### config.mk
export PLATFORM = sky130hd
export DESIGN_NAME = decode_stage
export DESIGN_NICKNAME = d
export VERILOG_FILES = /design/src/rtl/riscv_pkg.sv /design/src/rtl/register_file.sv /design/src/rtl/decode_stage.sv
export SDC_FILE = /design/constraint.sdc
export NUM_CORES = 2
export LEC_CHECK = 0
export BUFFER_PORTS_ARGS = -buffer_cell sky130_fd_sc_hd__buf_2
export CAP_MARGIN = 40
export CORE_MARGIN = 8
export CORE_UTILIZATION = 35
export CTS_CLUSTER_DIAMETER = 50
export DETAILED_ROUTE_END_ITERATION = 6
export MAX_ROUTING_LAYER = met4
export PLACE_DENSITY = 0.52
export SLEW_MARGIN = 15
export SYNTH_ARGS = -nofsm -noshare
export SYNTH_HDL_FRONTEND = slang
export SYNTH_SLANG_ARGS = --single-unit
### constraint.sdc
create_clock -name clk -period 3.9 [get_ports clk]
set_input_delay 0.39 -clock clk [delete_from_list [all_inputs] [get_ports clk]]
set_output_delay 0.39 -clock clk [all_outputs]
set_load 0.02 [all_outputs]
### src/rtl/riscv_pkg.sv
// Shared RV32I constants for the pipeline stages: data width, the canonical
// NOP encoding and the major opcodes that carry an immediate.
package riscv_pkg;

   localparam int XLEN = 32;

   localparam logic [31:0] NOP_INSTR = 32'h0000_0013;

   localparam logic [6:0] OP_LOAD   = 7'b0000011;
   localparam logic [6:0] OP_IMM    = 7'b0010011;
   localparam logic [6:0] OP_JALR   = 7'b1100111;
   localparam logic [6:0] OP_STORE  = 7'b0100011;
   localparam logic [6:0] OP_BRANCH = 7'b1100011;
   localparam logic [6:0] OP_LUI    = 7'b0110111;
   localparam logic [6:0] OP_AUIPC  = 7'b0010111;
   localparam logic [6:0] OP_JAL    = 7'b1101111;

endpackage

### src/rtl/register_file.sv
// 32 x 32 integer register file: two combinational read ports, one write port.
// x0 is hardwired to zero, and a write landing in the same cycle as a read of
// the same register is forwarded so ID sees the value being written back.
module register_file
   import riscv_pkg::*;
(
   input  logic            i_clk,
   input  logic            i_reset,
   input  logic [4:0]      i_rs1_addr,
   input  logic [4:0]      i_rs2_addr,
   input  logic            i_we,
   input  logic [4:0]      i_rd_addr,
   input  logic [XLEN-1:0] i_wdata,
   output logic [XLEN-1:0] o_rs1_data,
   output logic [XLEN-1:0] o_rs2_data
);

   logic [XLEN-1:0] r_regs [32];
   logic            w_wr_en;

   assign w_wr_en = i_we && (i_rd_addr != 5'd0);

   // Write port; reset clears every entry so no stale data survives a restart.
   always_ff @(posedge i_clk) begin
      if (i_reset) begin
         for (int i = 0; i < 32; i++) begin
            r_regs[i] <= '0;
         end
      end else if (w_wr_en) begin
         r_regs[i_rd_addr] <= i_wdata;
      end
   end

   // Read ports: x0 reads zero, otherwise forward a same-cycle write-back.
   always_comb begin
      o_rs1_data = r_regs[i_rs1_addr];
      o_rs2_data = r_regs[i_rs2_addr];
      if (i_rs1_addr == 5'd0) begin
         o_rs1_data = '0;
      end else if (w_wr_en && (i_rd_addr == i_rs1_addr)) begin
         o_rs1_data = i_wdata;
      end
      if (i_rs2_addr == 5'd0) begin
         o_rs2_data = '0;
      end else if (w_wr_en && (i_rd_addr == i_rs2_addr)) begin
         o_rs2_data = i_wdata;
      end
   end

endmodule

### src/rtl/decode_stage.sv
// RV32I instruction-decode stage: IF/ID pipeline register, register-file
// read, immediate generation and load-use hazard detection. A taken branch
// (PCSrc) squashes IF/ID to a NOP and overrides any stall so fetch can load
// the branch target.
module decode_stage
   import riscv_pkg::*;
(
   input  logic        clk,
   input  logic        reset,
   input  logic [31:0] PC_IF,
   input  logic [31:0] INSTRUCTION_IF,
   input  logic        PCSrc,
   input  logic        ID_EX_MemRead,
   input  logic [4:0]  ID_EX_rd,
   input  logic        RegWrite_WB,
   input  logic [4:0]  rd_WB,
   input  logic [31:0] write_data_WB,
   output logic        PC_write,
   output logic        IF_ID_write,
   output logic        bubble_ID,
   output logic [31:0] PC_ID,
   output logic [31:0] INSTRUCTION_ID,
   output logic [31:0] RS1_DATA,
   output logic [31:0] RS2_DATA,
   output logic [31:0] IMM_ID,
   output logic [4:0]  RS1_ID,
   output logic [4:0]  RS2_ID,
   output logic [4:0]  RD_ID,
   output logic [2:0]  FUNCT3_ID,
   output logic [6:0]  FUNCT7_ID,
   output logic [6:0]  OPCODE_ID
);

   logic [XLEN-1:0] r_pc_id;
   logic [31:0]     r_instr_id;
   logic            w_hazard;

   // IF/ID register: reset and flush both insert a NOP, a stall holds.
   always_ff @(posedge clk) begin
      if (reset || PCSrc) begin
         r_pc_id    <= '0;
         r_instr_id <= NOP_INSTR;
      end else if (IF_ID_write) begin
         r_pc_id    <= PC_IF;
         r_instr_id <= INSTRUCTION_IF;
      end
   end

   assign PC_ID          = r_pc_id;
   assign INSTRUCTION_ID = r_instr_id;
   assign OPCODE_ID      = r_instr_id[6:0];
   assign RD_ID          = r_instr_id[11:7];
   assign FUNCT3_ID      = r_instr_id[14:12];
   assign RS1_ID         = r_instr_id[19:15];
   assign RS2_ID         = r_instr_id[24:20];
   assign FUNCT7_ID      = r_instr_id[31:25];

   register_file u_regfile (
      .i_clk      (clk),
      .i_reset    (reset),
      .i_rs1_addr (RS1_ID),
      .i_rs2_addr (RS2_ID),
      .i_we       (RegWrite_WB),
      .i_rd_addr  (rd_WB),
      .i_wdata    (write_data_WB),
      .o_rs1_data (RS1_DATA),
      .o_rs2_data (RS2_DATA)
   );

   // Load-use hazard: the load in EX targets a source of the instruction in ID.
   always_comb begin
      w_hazard    = ID_EX_MemRead && (ID_EX_rd != 5'd0) &&
                    ((ID_EX_rd == RS1_ID) || (ID_EX_rd == RS2_ID));
      PC_write    = !w_hazard || PCSrc;
      IF_ID_write = !w_hazard;
      bubble_ID   = w_hazard || PCSrc;
   end

   // Sign-extended immediate selected by the instruction format.
   always_comb begin
      IMM_ID = '0;
      case (OPCODE_ID)
         OP_LOAD, OP_IMM, OP_JALR:
            IMM_ID = {{20{r_instr_id[31]}}, r_instr_id[31:20]};
         OP_STORE:
            IMM_ID = {{20{r_instr_id[31]}}, r_instr_id[31:25], r_instr_id[11:7]};
         OP_BRANCH:
            IMM_ID = {{19{r_instr_id[31]}}, r_instr_id[31], r_instr_id[7],
                      r_instr_id[30:25], r_instr_id[11:8], 1'b0};
         OP_LUI, OP_AUIPC:
            IMM_ID = {r_instr_id[31:12], 12'b0};
         OP_JAL:
            IMM_ID = {{11{r_instr_id[31]}}, r_instr_id[31], r_instr_id[19:12],
                      r_instr_id[20], r_instr_id[30:21], 1'b0};
         default:
            IMM_ID = '0;
      endcase
   end

endmodule
==> metrics.txt <==
max_cap viols 0; Setup violations, final 1; Area growth syn-to-layout 19.1%; Initial DRC Count 6,428; Max Slew Vio Count 0; vias in the first global route ~43,000; P_int 0.0235 W; Starting Density about a third; Final Skew 0.0103 ns; H-Tree Depth 4; setup repair after global routing missed its margin true; min Tclk post-route 3.95 ns; Yosys reg bits 1,098; routed via count 43,900; design area slightly above 0.07 sq mm; sequential power share 43.0%; Slew @ Worst Pin 0.937 ns; clk slew on worst S/H paths 0.06 ns; Mapped Area between 0.05 and 0.06 sq mm; Hold Fails Final Rpt 0; Synth area leader edfxtp_1; die width 430 microns; Worst Path Max Fanout 16; DRC Markers 0; Synth Area per Inst about 13 sq um; CTS max path bufs 3; total routing usage reported by global routing 27.5%; slack of the critical path -0.0504 ns; Die ar. 0.185 sq mm; Synth Area in Simple Gates 13.5%; VDD IR max 0.000460 V; Psw between 0.008 and 0.009 W; first-pass GRT wire length 350 mm; Die Ht ~430 microns; nature of the critical path endpoint output pin; Via density 6.07; Synth area leaders edfxtp_1, and2_1, mux4_2, mux2i_1, a221oi_1; Switching Share roughly 27%; largest net degree at the start of global routing 73; Post-Layout Cell Count 7,239; violated checks setup timing; fillers ~16,000; post-synth top area share roughly 51%; CTS root buffer clkbuf_16; placed insts 6,835; asr flop ratio synth 0%; Critical Path RT 3.51 ns; Top FF cell, synth edfxtp_1; Synth Area in Compound Gates 8.10%; DRT Pass-1 Iters 6; XOR/XNOR Fraction of Synth Area 0.293%; part of the cycle the worst path needs 101%; Post-DP Area 0.0648 sq mm; power share of the clock group around 44%; fmax approximately 250 MHz; WL final 257 mm; main combinational cell family by area after synthesis multiplexers; most frequent cell after synthesis edfxtp_1; DP HPWL 151 mm; EDFF count, synth 1,024; Rel. slew slack 37.3%; Arr. time, crit path 3.56 ns; startpoint types flop; layout cells sized above 1 24.8%; I/O Buffers 305; Setup Crit Path Kind flop to output pin; multiplexer share of the synthesized area just under 20%; Tightest Hold Check Type primary input to flop; core footprint 0.171 sq mm; Pwr per Cell Area approximately 450 mW/mm^2; Syn Inst Count roughly 4,500; outcome finished, violations left; Top Ports 306; gpl congestion 0.860; Post-DRT Antenna Nets 0; Yosys cell types 61; CTS Sinks 1,098; CTS buffer count 152; Syn. warnings 0; Layout Nets 4,967; GRT overflow 0; site row count 152; antenna violations before repair 39; Seq/Total Area, Yosys 53.8%; CTS tree done; area of the multi-input gates 0.0255 sq mm; Leakage Power roughly 25 nW; top cells by count, synth edfxtp_1, and2_1, mux2i_1, clkbuf_1, mux4_2; Combinational Power Share 12.9%; Post-Synth Adder-Cell Area 0%; dpl ws between 0.3 and 0.4 ns; total area of sequential cells 0.0323 sq mm; DR WL/cell 35.5 microns; Clk Latency, worst-skew pair about 0.78 ns
## critical path, cell delays in order, from the launching register on
cell,delay (ns)
dfxtp_4,0.43
inv_2,0.62
buf_4,0.40
o21ai_0,0.13
a211oi_1,0.61
a21oi_1,0.10
a21oi_1,0.25
buf_2,0.24
## registers in the layout, indices dropped and copies added (netlist names), named ones only
name / flops
INSTRUCTION_ID: 32
PC_ID: 32
u_regfile.r_regs: 1024
## power by group through the flow
stage	Combinational [W]	Sequential [W]	Clock (W)
2_1_floorplan	0.00226	0.0140	0
6_report	0.00417	0.0139	0.0142
3_3_place_gp	0.00395	0.0141	0
4_1_cts	0.00407	0.0139	0.0144
5_1_grt	0.00431	0.0139	0.0148
3_5_place_dp	0.00396	0.0141	0
## what timing repair did
action | 4_1_cts | 5_1_grt
gates cloned | 1 | 1
resized for setup | 20 | 31
hold buffers | 64 | 0
pin swaps | 2 | 2
setup buffers | 17 | 16
endpoints found under the setup margin | 50 | 28
endpoints found under the hold margin | 68 | 0
## cell families after synthesis
family / Yosys count
buffers and inverters: 515
other: 1
DFF: 1098
xor gates and xnor gates: 20
muxes: 817
and+or+nand+nor: 1397
AOI/OAI and AO/OA: 653
## through the flow
stage               util (%)  TNS (ns)  total power [W]  hold slack, ns
CTS                     41.5  -0.00966           0.0323          0.0394
global placement        37.9         0           0.0180           0.472
finish                  41.8   -0.0504           0.0323          0.0911
floorplan                  -         0           0.0162           0.499
detailed placement      38.0         0           0.0181           0.484
global route            41.7   -0.0272           0.0331          0.0525
## final timing paths
check	cells past startpoint	endpoint	start	slack [ns]
min	2	u_regfile.r_regs[19][28]	write_data_WB[28]	0.09
min reg2reg	2	PC_ID[22]	PC_ID[22]	0.50
max reg2reg	9	INSTRUCTION_ID[4]	INSTRUCTION_ID[16]	0.63
max	7	RS1_DATA[6]	flop	-0.05
## placed cells by master (no fill, tap or decap), types with 34 or more instances in the layout
cell type / netlist / layout
mux2i_1: 536 / 536
mux4_2: 247 / 247
buf_12: 11 / 69
buf_2: 46 / 304
a22oi_1: 34 / 34
nand2_1: 83 / 82
clkbuf_16: 0 / 156
a21oi_1: 99 / 97
a211oi_1: 49 / 42
dfxtp_1: 74 / 64
edfxtp_1: 1024 / 1024
a221o_1: 60 / 60
nor3_1: 80 / 76
or2_2: 37 / 37
nor2_1: 122 / 92
and2_1: 1005 / 1003
buf_4: 63 / 213
dlygate4sd3_1: 0 / 64
o21ai_0: 108 / 107
a221oi_1: 177 / 159
## layer usage
| metal | track usage [%] | routed length [microns] | part of all wire [%] |
|---|---|---|---|
| met1 | 35.7 | 102000 | 40 |
| met4 | 10.5 | 11000 | 4.3 |
| met2 | 42.1 | 117000 | 45 |
| met5 | - | 0 | 0 |
| met3 | 6.40 | 27300 | 11 |
## final cells by class
| cell class | instances | area share, % |
|---|---|---|
| inverters | 19 | 0.114 |
| repair buffers | 666 | 7.75 |
| well taps | 2233 | 3.92 |
| clock buffers | 172 | 5.53 |
| diodes | 26 | 0.0912 |
| flip-flops and latches | 1098 | 45.2 |
| multi-input cells | 2919 | 35.7 |
| clock inverters | 106 | 1.65 |
Note: power is estimated with default switching activity, not from simulation.
